`src/rtl/password_entry.sv`:
```
// password_entry: keypad front end of the digital lock.
// Collects three BCD digits into a 12-bit code. In set mode the code becomes
// the stored password. Otherwise the module opens a comparator check window
// and samples the lock verdict. It also counts failed attempts and enforces a
// timed lockout.
//
// Ports:
//   clk, rst              rising-edge clock, asynchronous active-high reset
//   key_valid/key_code    digit strobe and value (only 0..9 accepted)
//   key_enter/key_clear   submit / discard strobes
//   mode_set              1 = submitted code is stored as the new password
//   lock                  comparator verdict (1 = mismatch), valid while enb=1
//   pass_in, pass_set     candidate and stored codes to the comparator
//   enb                   comparator enable (check window)
//   digit_cnt             digits currently buffered (0..3)
//   lockout               high while attempts are locked out
//   unlock_ok, set_done, entry_err   one-cycle result pulses
//
// Optional feature macro: AUTO_ENTER_EN. When it is defined, accepting the
// third digit submits the entry automatically on the following cycle.
module password_entry #(
  parameter logic [11:0] DEFAULT_PASS   = 12'h123,
  parameter int unsigned CHECK_WAIT     = 2,
  parameter int unsigned MAX_FAIL       = 3,
  parameter int unsigned LOCKOUT_CYCLES = 1000
) (
  input  logic        clk,
  input  logic        rst,
  input  logic        key_valid,
  input  logic [3:0]  key_code,
  input  logic        key_enter,
  input  logic        key_clear,
  input  logic        mode_set,
  input  logic        lock,
  output logic [11:0] pass_in,
  output logic [11:0] pass_set,
  output logic        enb,
  output logic [1:0]  digit_cnt,
  output logic        lockout,
  output logic        unlock_ok,
  output logic        set_done,
  output logic        entry_err
);

  localparam int unsigned WAIT_W = (CHECK_WAIT > 1) ? $clog2(CHECK_WAIT) : 1;
  localparam int unsigned LOCK_W = (LOCKOUT_CYCLES > 1) ? $clog2(LOCKOUT_CYCLES) : 1;
  localparam int unsigned FAIL_W = $clog2(MAX_FAIL + 1);

  localparam logic [1:0] S_IDLE    = 2'd0;
  localparam logic [1:0] S_CHECK   = 2'd1;
  localparam logic [1:0] S_LOCKOUT = 2'd2;

  logic [1:0]        state, state_nxt;
  logic [11:0]       entry_buf, buf_nxt;
  logic [1:0]        cnt_nxt;
  logic [11:0]       pass_in_nxt, pass_set_nxt;
  logic [FAIL_W-1:0] fail_cnt, fail_nxt;
  logic [WAIT_W-1:0] wait_cnt, wait_nxt;
  logic [LOCK_W-1:0] lock_cnt, lock_cnt_nxt;
  logic              ok_nxt, done_nxt, err_nxt;
  logic              enter_req;

`ifdef AUTO_ENTER_EN
  // Pending implicit enter, raised when the third digit is accepted.
  logic auto_pend, auto_nxt;
  assign enter_req = key_enter | auto_pend;
`else
  assign enter_req = key_enter;
`endif

  // State and datapath registers.
  always_ff @(posedge clk or posedge rst) begin
    if (rst) begin
      state     <= S_IDLE;
      entry_buf <= 12'h000;
      digit_cnt <= 2'd0;
      pass_in   <= 12'h000;
      pass_set  <= DEFAULT_PASS;
      fail_cnt  <= '0;
      wait_cnt  <= '0;
      lock_cnt  <= '0;
      enb       <= 1'b0;
      lockout   <= 1'b0;
      unlock_ok <= 1'b0;
      set_done  <= 1'b0;
      entry_err <= 1'b0;
`ifdef AUTO_ENTER_EN
      auto_pend <= 1'b0;
`endif
    end else begin
      state     <= state_nxt;
      entry_buf <= buf_nxt;
      digit_cnt <= cnt_nxt;
      pass_in   <= pass_in_nxt;
      pass_set  <= pass_set_nxt;
      fail_cnt  <= fail_nxt;
      wait_cnt  <= wait_nxt;
      lock_cnt  <= lock_cnt_nxt;
      enb       <= (state_nxt == S_CHECK);
      lockout   <= (state_nxt == S_LOCKOUT);
      unlock_ok <= ok_nxt;
      set_done  <= done_nxt;
      entry_err <= err_nxt;
`ifdef AUTO_ENTER_EN
      auto_pend <= auto_nxt;
`endif
    end
  end

  // Next-state and next-output logic.
  always_comb begin
    state_nxt    = state;
    buf_nxt      = entry_buf;
    cnt_nxt      = digit_cnt;
    pass_in_nxt  = pass_in;
    pass_set_nxt = pass_set;
    fail_nxt     = fail_cnt;
    wait_nxt     = wait_cnt;
    lock_cnt_nxt = lock_cnt;
    ok_nxt       = 1'b0;
    done_nxt     = 1'b0;
    err_nxt      = 1'b0;
`ifdef AUTO_ENTER_EN
    auto_nxt     = 1'b0;
`endif
    case (state)
      S_IDLE: begin
        // Priority: clear > enter > digit.
        if (key_clear) begin
          buf_nxt = 12'h000;
          cnt_nxt = 2'd0;
        end else if (enter_req) begin
          buf_nxt = 12'h000;
          cnt_nxt = 2'd0;
          if (digit_cnt != 2'd3) begin
            err_nxt = 1'b1;
          end else if (mode_set) begin
            pass_set_nxt = entry_buf;
            done_nxt     = 1'b1;
          end else begin
            pass_in_nxt = entry_buf;
            wait_nxt    = '0;
            state_nxt   = S_CHECK;
          end
        end else if (key_valid && (key_code <= 4'd9) && (digit_cnt != 2'd3)) begin
          buf_nxt = {entry_buf[7:0], key_code};
          cnt_nxt = digit_cnt + 2'd1;
`ifdef AUTO_ENTER_EN
          auto_nxt = (digit_cnt == 2'd2);
`endif
        end
      end
      S_CHECK: begin
        // The verdict is taken on the last cycle of the enb window.
        if (wait_cnt == WAIT_W'(CHECK_WAIT - 1)) begin
          if (!lock) begin
            ok_nxt    = 1'b1;
            fail_nxt  = '0;
            state_nxt = S_IDLE;
          end else if (fail_cnt >= FAIL_W'(MAX_FAIL - 1)) begin
            fail_nxt     = FAIL_W'(MAX_FAIL);
            lock_cnt_nxt = '0;
            state_nxt    = S_LOCKOUT;
          end else begin
            fail_nxt  = fail_cnt + FAIL_W'(1);
            state_nxt = S_IDLE;
          end
        end else begin
          wait_nxt = wait_cnt + WAIT_W'(1);
        end
      end
      S_LOCKOUT: begin
        if (lock_cnt == LOCK_W'(LOCKOUT_CYCLES - 1)) begin
          fail_nxt  = '0;
          state_nxt = S_IDLE;
        end else begin
          lock_cnt_nxt = lock_cnt + LOCK_W'(1);
        end
      end
      default: state_nxt = S_IDLE;
    endcase
  end

endmodule

```
`config.mk`:
```
export PLATFORM = sky130hd
export DESIGN_NAME = password_entry
export DESIGN_NICKNAME = d
export VERILOG_FILES = /design/src/rtl/password_entry.sv
export SDC_FILE = /design/constraint.sdc
export NUM_CORES = 1
export LEC_CHECK = 0
export CAP_MARGIN = 25
export CORE_MARGIN = 4
export CORE_UTILIZATION = 45
export CTS_CLUSTER_DIAMETER = 150
export DETAILED_ROUTE_END_ITERATION = 8
export GPL_TIMING_DRIVEN = 0
export HOLD_SLACK_MARGIN = 0.02
export PLACE_DENSITY = 0.73
export SKIP_LAST_GASP = 1
export SLEW_MARGIN = 10
export SYNTH_ARGS = -nofsm -noshare
export SYNTH_HDL_FRONTEND = slang
export SYNTH_SLANG_ARGS = --single-unit
```
`constraint.sdc`:
```
create_clock -name clk -period 2.45 [get_ports clk]
set_input_delay 0.49 -clock clk [delete_from_list [all_inputs] [get_ports clk]]
set_output_delay 0.49 -clock clk [all_outputs]
set_load 0.05 [all_outputs]
```
==> results_tabular.tex <==
\begin{tabular}{lr}
\hline
Metric & Value \\
\hline
\multicolumn{2}{l}{\textbf{Placement}} \\
Number of buffer cells added on primary ports & 41 \\
Hpwl dp & 3630 um \\
GPL Wtd Cong & between 0.8 and 0.9 \\
Worst slack at placement & 0.120 ns \\
Total instance count after detailed placement & 327 \\
\multicolumn{2}{l}{\textbf{Timing}} \\
RSZ-0062 raised after global routing & false \\
Normalized max-slew margin & approximately 66\% \\
Hold Worst Slack & 0.486 ns \\
Post-layout worst setup margin & 0.318 ns \\
Final Max Tran Viols & 0 \\
Final critical-path share of the clock period & 87.0\% \\
Upper clock frequency limit & 0.469 GHz \\
Final worst clock skew & 0.0110 ns \\
Tmin final & 2.13 ns \\
Count of endpoints failing hold in the final timing report & 0 \\
Setup violation total in the final timing report & 0 \\
Slew of the pin with the lowest slew margin & 0.512 ns \\
\multicolumn{2}{l}{\textbf{GRT}} \\
Grt ovf & 0 \\
Pin count of the biggest net entering global routing & 39 \\
Via count of the first global-routing pass & 1850 \\
First-pass GRT wire length & 8920 um \\
Antenna violations before repair & 0 \\
Global routing usage summed across all routing layers & 17.9\% \\
\multicolumn{2}{l}{\textbf{Clock tree}} \\
Post-CTS setup buffers & 0 \\
Total clock sinks & 58 \\
Later-pin clock latency in the skew report & between 0.3 and 0.4 ns \\
Resized cells post-CTS & 0 \\
Depth of the CTS H-tree & 3 \\
Root buffer cell & clkbuf\_8 \\
TritonCTS clock tree & built \\
Number of buffers inserted during clock tree synthesis & 9 \\
Hold buffers post-CTS & 0 \\
CTS clock-pin slew for the worst setup and hold paths & 0.07 ns \\
Worst-case clock buffer depth & 2 \\
\multicolumn{2}{l}{\textbf{Route}} \\
Number of nets with antenna violations after detailed routing & 0 \\
Average vias per placed instance & 5.16 \\
Iter 0 DRT Violations & 116 \\
TritonRoute pass-1 iters & 4 \\
Post-DR wirelength/cell & around 15 um \\
Total DRC errors in the routed layout & 0 \\
Post-Route WL & 5000 um \\
Via count of the routed design & 1770 \\
\multicolumn{2}{l}{\textbf{Floorplanning}} \\
Width of the die & $\sim$83 um \\
Area of the core region & 5270 um2 \\
Initial Util & 47.7\% \\
Number of cell rows & 26 \\
Height of the die & roughly 83 um \\
Number of top-level pins & 42 \\
Die area & 6850 um2 \\
\multicolumn{2}{l}{\textbf{Critical path}} \\
Critical path's slowest cell & clkdlybuf4s50\_1 \\
CP delay by family, top & buffers and inverters \\
Crit. path cell count & 1 \\
Largest stage delay on the critical path & 0.80 ns \\
Start point of the critical path & pass\_set[8] \\
R2R setup slack & 0.58 ns \\
Data required time of the worst path & 1.96 ns \\
Buf+Inv Stages, Crit Path & 1 \\
Worst setup path end & pass\_set[8] \\
Endpoint kind of the worst setup timing path & output pin \\
Kind of start point of the critical path & register \\
Cells traversed along the worst timing path & clkdlybuf4s50\_1 \\
Data arrival time of the worst path & 1.64 ns \\
Number of cells on the worst reg-to-reg path & 5 \\
Critical R2R Capture & pass\_in[0] \\
Top fanout value on the critical path & 2 \\
Startpoint of the worst-slack reg-to-reg timing path & digit\_cnt[0] \\
Class of the most critical setup path & reg -> out \\
\multicolumn{2}{l}{\textbf{Logic synthesis}} \\
Mean instance size in the synthesized netlist & 11.7 um2 \\
Number of synthesized register bits & a little under 60 \\
Share of synthesized area occupied by flip-flops and latches & 57.9\% \\
Most used DFF post-synth & dfrtp\_1 \\
Count of warnings emitted by yosys & 0 \\
EDFF count, synth & 0 \\
Yosys cell types & 44 \\
Synthesized area & 2510 um2 \\
Synth Net Count & 228 \\
Async S/R FF share, synth & 100\% \\
Synthesized netlist cell count & 215 \\
\multicolumn{2}{l}{\textbf{Min path}} \\
Path type of the worst min-delay path & in -> async \\
\multicolumn{2}{l}{\textbf{Cells and area}} \\
Layout cell share with drive strength beyond 1 & around 15\% \\
Most common cell after layout, fill and taps aside & dfrtp\_1 \\
Core utilization of the finished layout & around three fifths \\
Final Instance Count excl. Fillers & 343 \\
Commonest cells after routing, fill and taps aside & dfrtp\_1, clkdlybuf4s50\_1, nand2\_1 \\
Final net count & 281 \\
Area Overhead vs Synth & 27.4\% \\
Antenna Diode Count & 0 \\
\multicolumn{2}{l}{\textbf{Pwr}} \\
Leakage power figure & 1.47 nW \\
PwrDens & approximately 660 nW/um2 \\
Sum of internal, switching and leakage power & between 2 and 2.5 mW \\
IR Drop Worst-Case VDD & 0.471 mV \\
\multicolumn{2}{l}{\textbf{Outcome}} \\
Status & completed \\
\multicolumn{2}{l}{\textbf{Flow run}} \\
Number of maximum-capacitance violations & 0 \\
\hline
\end{tabular}
[Yosys cell counts (all sizes together) (2+ instances only)]
| cell type | instances | area (um2) |
|---|---|---|
| a21o | 3 | 22.5 |
| a21oi | 5 | 25.0 |
| a221o | 2 | 20.0 |
| and3 | 3 | 18.8 |
| buf | 8 | 42.5 |
| dfrtp | 54 | 1350 |
| dfstp | 4 | 105 |
| ha | 2 | 25.0 |
| inv | 6 | 22.5 |
| mux2 | 25 | 282 |
| mux2i | 2 | 20.0 |
| nand2 | 35 | 131 |
| nand2b | 6 | 45.0 |
| nand3 | 4 | 20.0 |
| nand4 | 5 | 31.3 |
| nor2 | 5 | 21.3 |
| nor2b | 4 | 32.5 |
| nor3 | 4 | 20.0 |
| nor4 | 3 | 33.8 |
| o21ai | 17 | 85.1 |
| o31ai | 2 | 15.0 |
| xnor2 | 2 | 17.5 |
[worst min path at each step]
stage | from | end | slack, ns | cells after the start
finish | rst | pass_set[7] | 0.49 | 2
global route | pass_in[5] | pass_in[5] | 0.51 | 1
CTS | pass_set[3] | pass_set[3] | 0.49 | 1
detailed placement | pass_set[3] | pass_set[3] | 0.48 | 1
global placement | pass_set[9] | pass_set[9] | 0.47 | 1
floorplan | lock_cnt[9] | lock_cnt[9] | 0.45 | 1
[metal layers]
metal  track usage (%)  share of wire [%]  up-vias
met3              4.88                3.8        8
met5                 0                  0        -
li1                  -                  -      873
met2              27.8                 48       43
met1              23.4                 47      846
met4              8.33                1.9        0
[cell families (layout without fill, tap and decap cells)]
kind of cell | count (synthesis) | in the layout | share of synthesized area [%]
and+or+nand+nor | 75 | 75 | 16.0
DFF | 58 | 58 | 57.9
AOI/OAI and AO/OA | 36 | 36 | 9.66
muxes | 27 | 27 | 12.0
buffers and inverters | 15 | 73 | 2.74
adders and majority gates | 2 | 2 | 0.995
xor gates and xnor gates | 2 | 2 | 0.697
[metrics by stage]
step / setup TNS [ns] / instance area, um2
after floorplan: 0 / 2510
after global placement: -25.45 / 3010
after detailed placement: 0 / 3030
after CTS: 0 / 3200
after global routing: 0 / 3200
final: 0 / 3200
[registers in the layout (all words and copies together) (netlist names)]
register,count
entry_buf,12
pass_in,12
pass_set,12
lock_cnt,10
digit_cnt,2
fail_cnt,2
state,2
enb,1
entry_err,1
lockout,1
set_done,1
unlock_ok,1
wait_cnt,1
[power by group]
part           internal [mW]  total (mW)  switching, mW
Sequential              1.02        1.10         0.0816
Combinational          0.105       0.238          0.133
Clock                  0.425       0.762          0.337
Total                   1.55        2.10          0.551
[area by class of cell]
cell class	instances	area (um2)
multi-input cells	142	988
inverters	6	22.5
well taps	70	87.6
clock buffers	16	170
plain buffers	9	46.3
repair buffers	42	430
fillers	440	2070
flip-flops and latches	58	1460
[worst register-to-register path: stages (launching register included)]
cell     delay (ns)
dfrtp_1        0.43
ha_1           0.26
nor3b_2        0.18
nand2_1        0.20
buf_2          0.31
mux2_1         0.36
(Power assumes the default switching activity.)
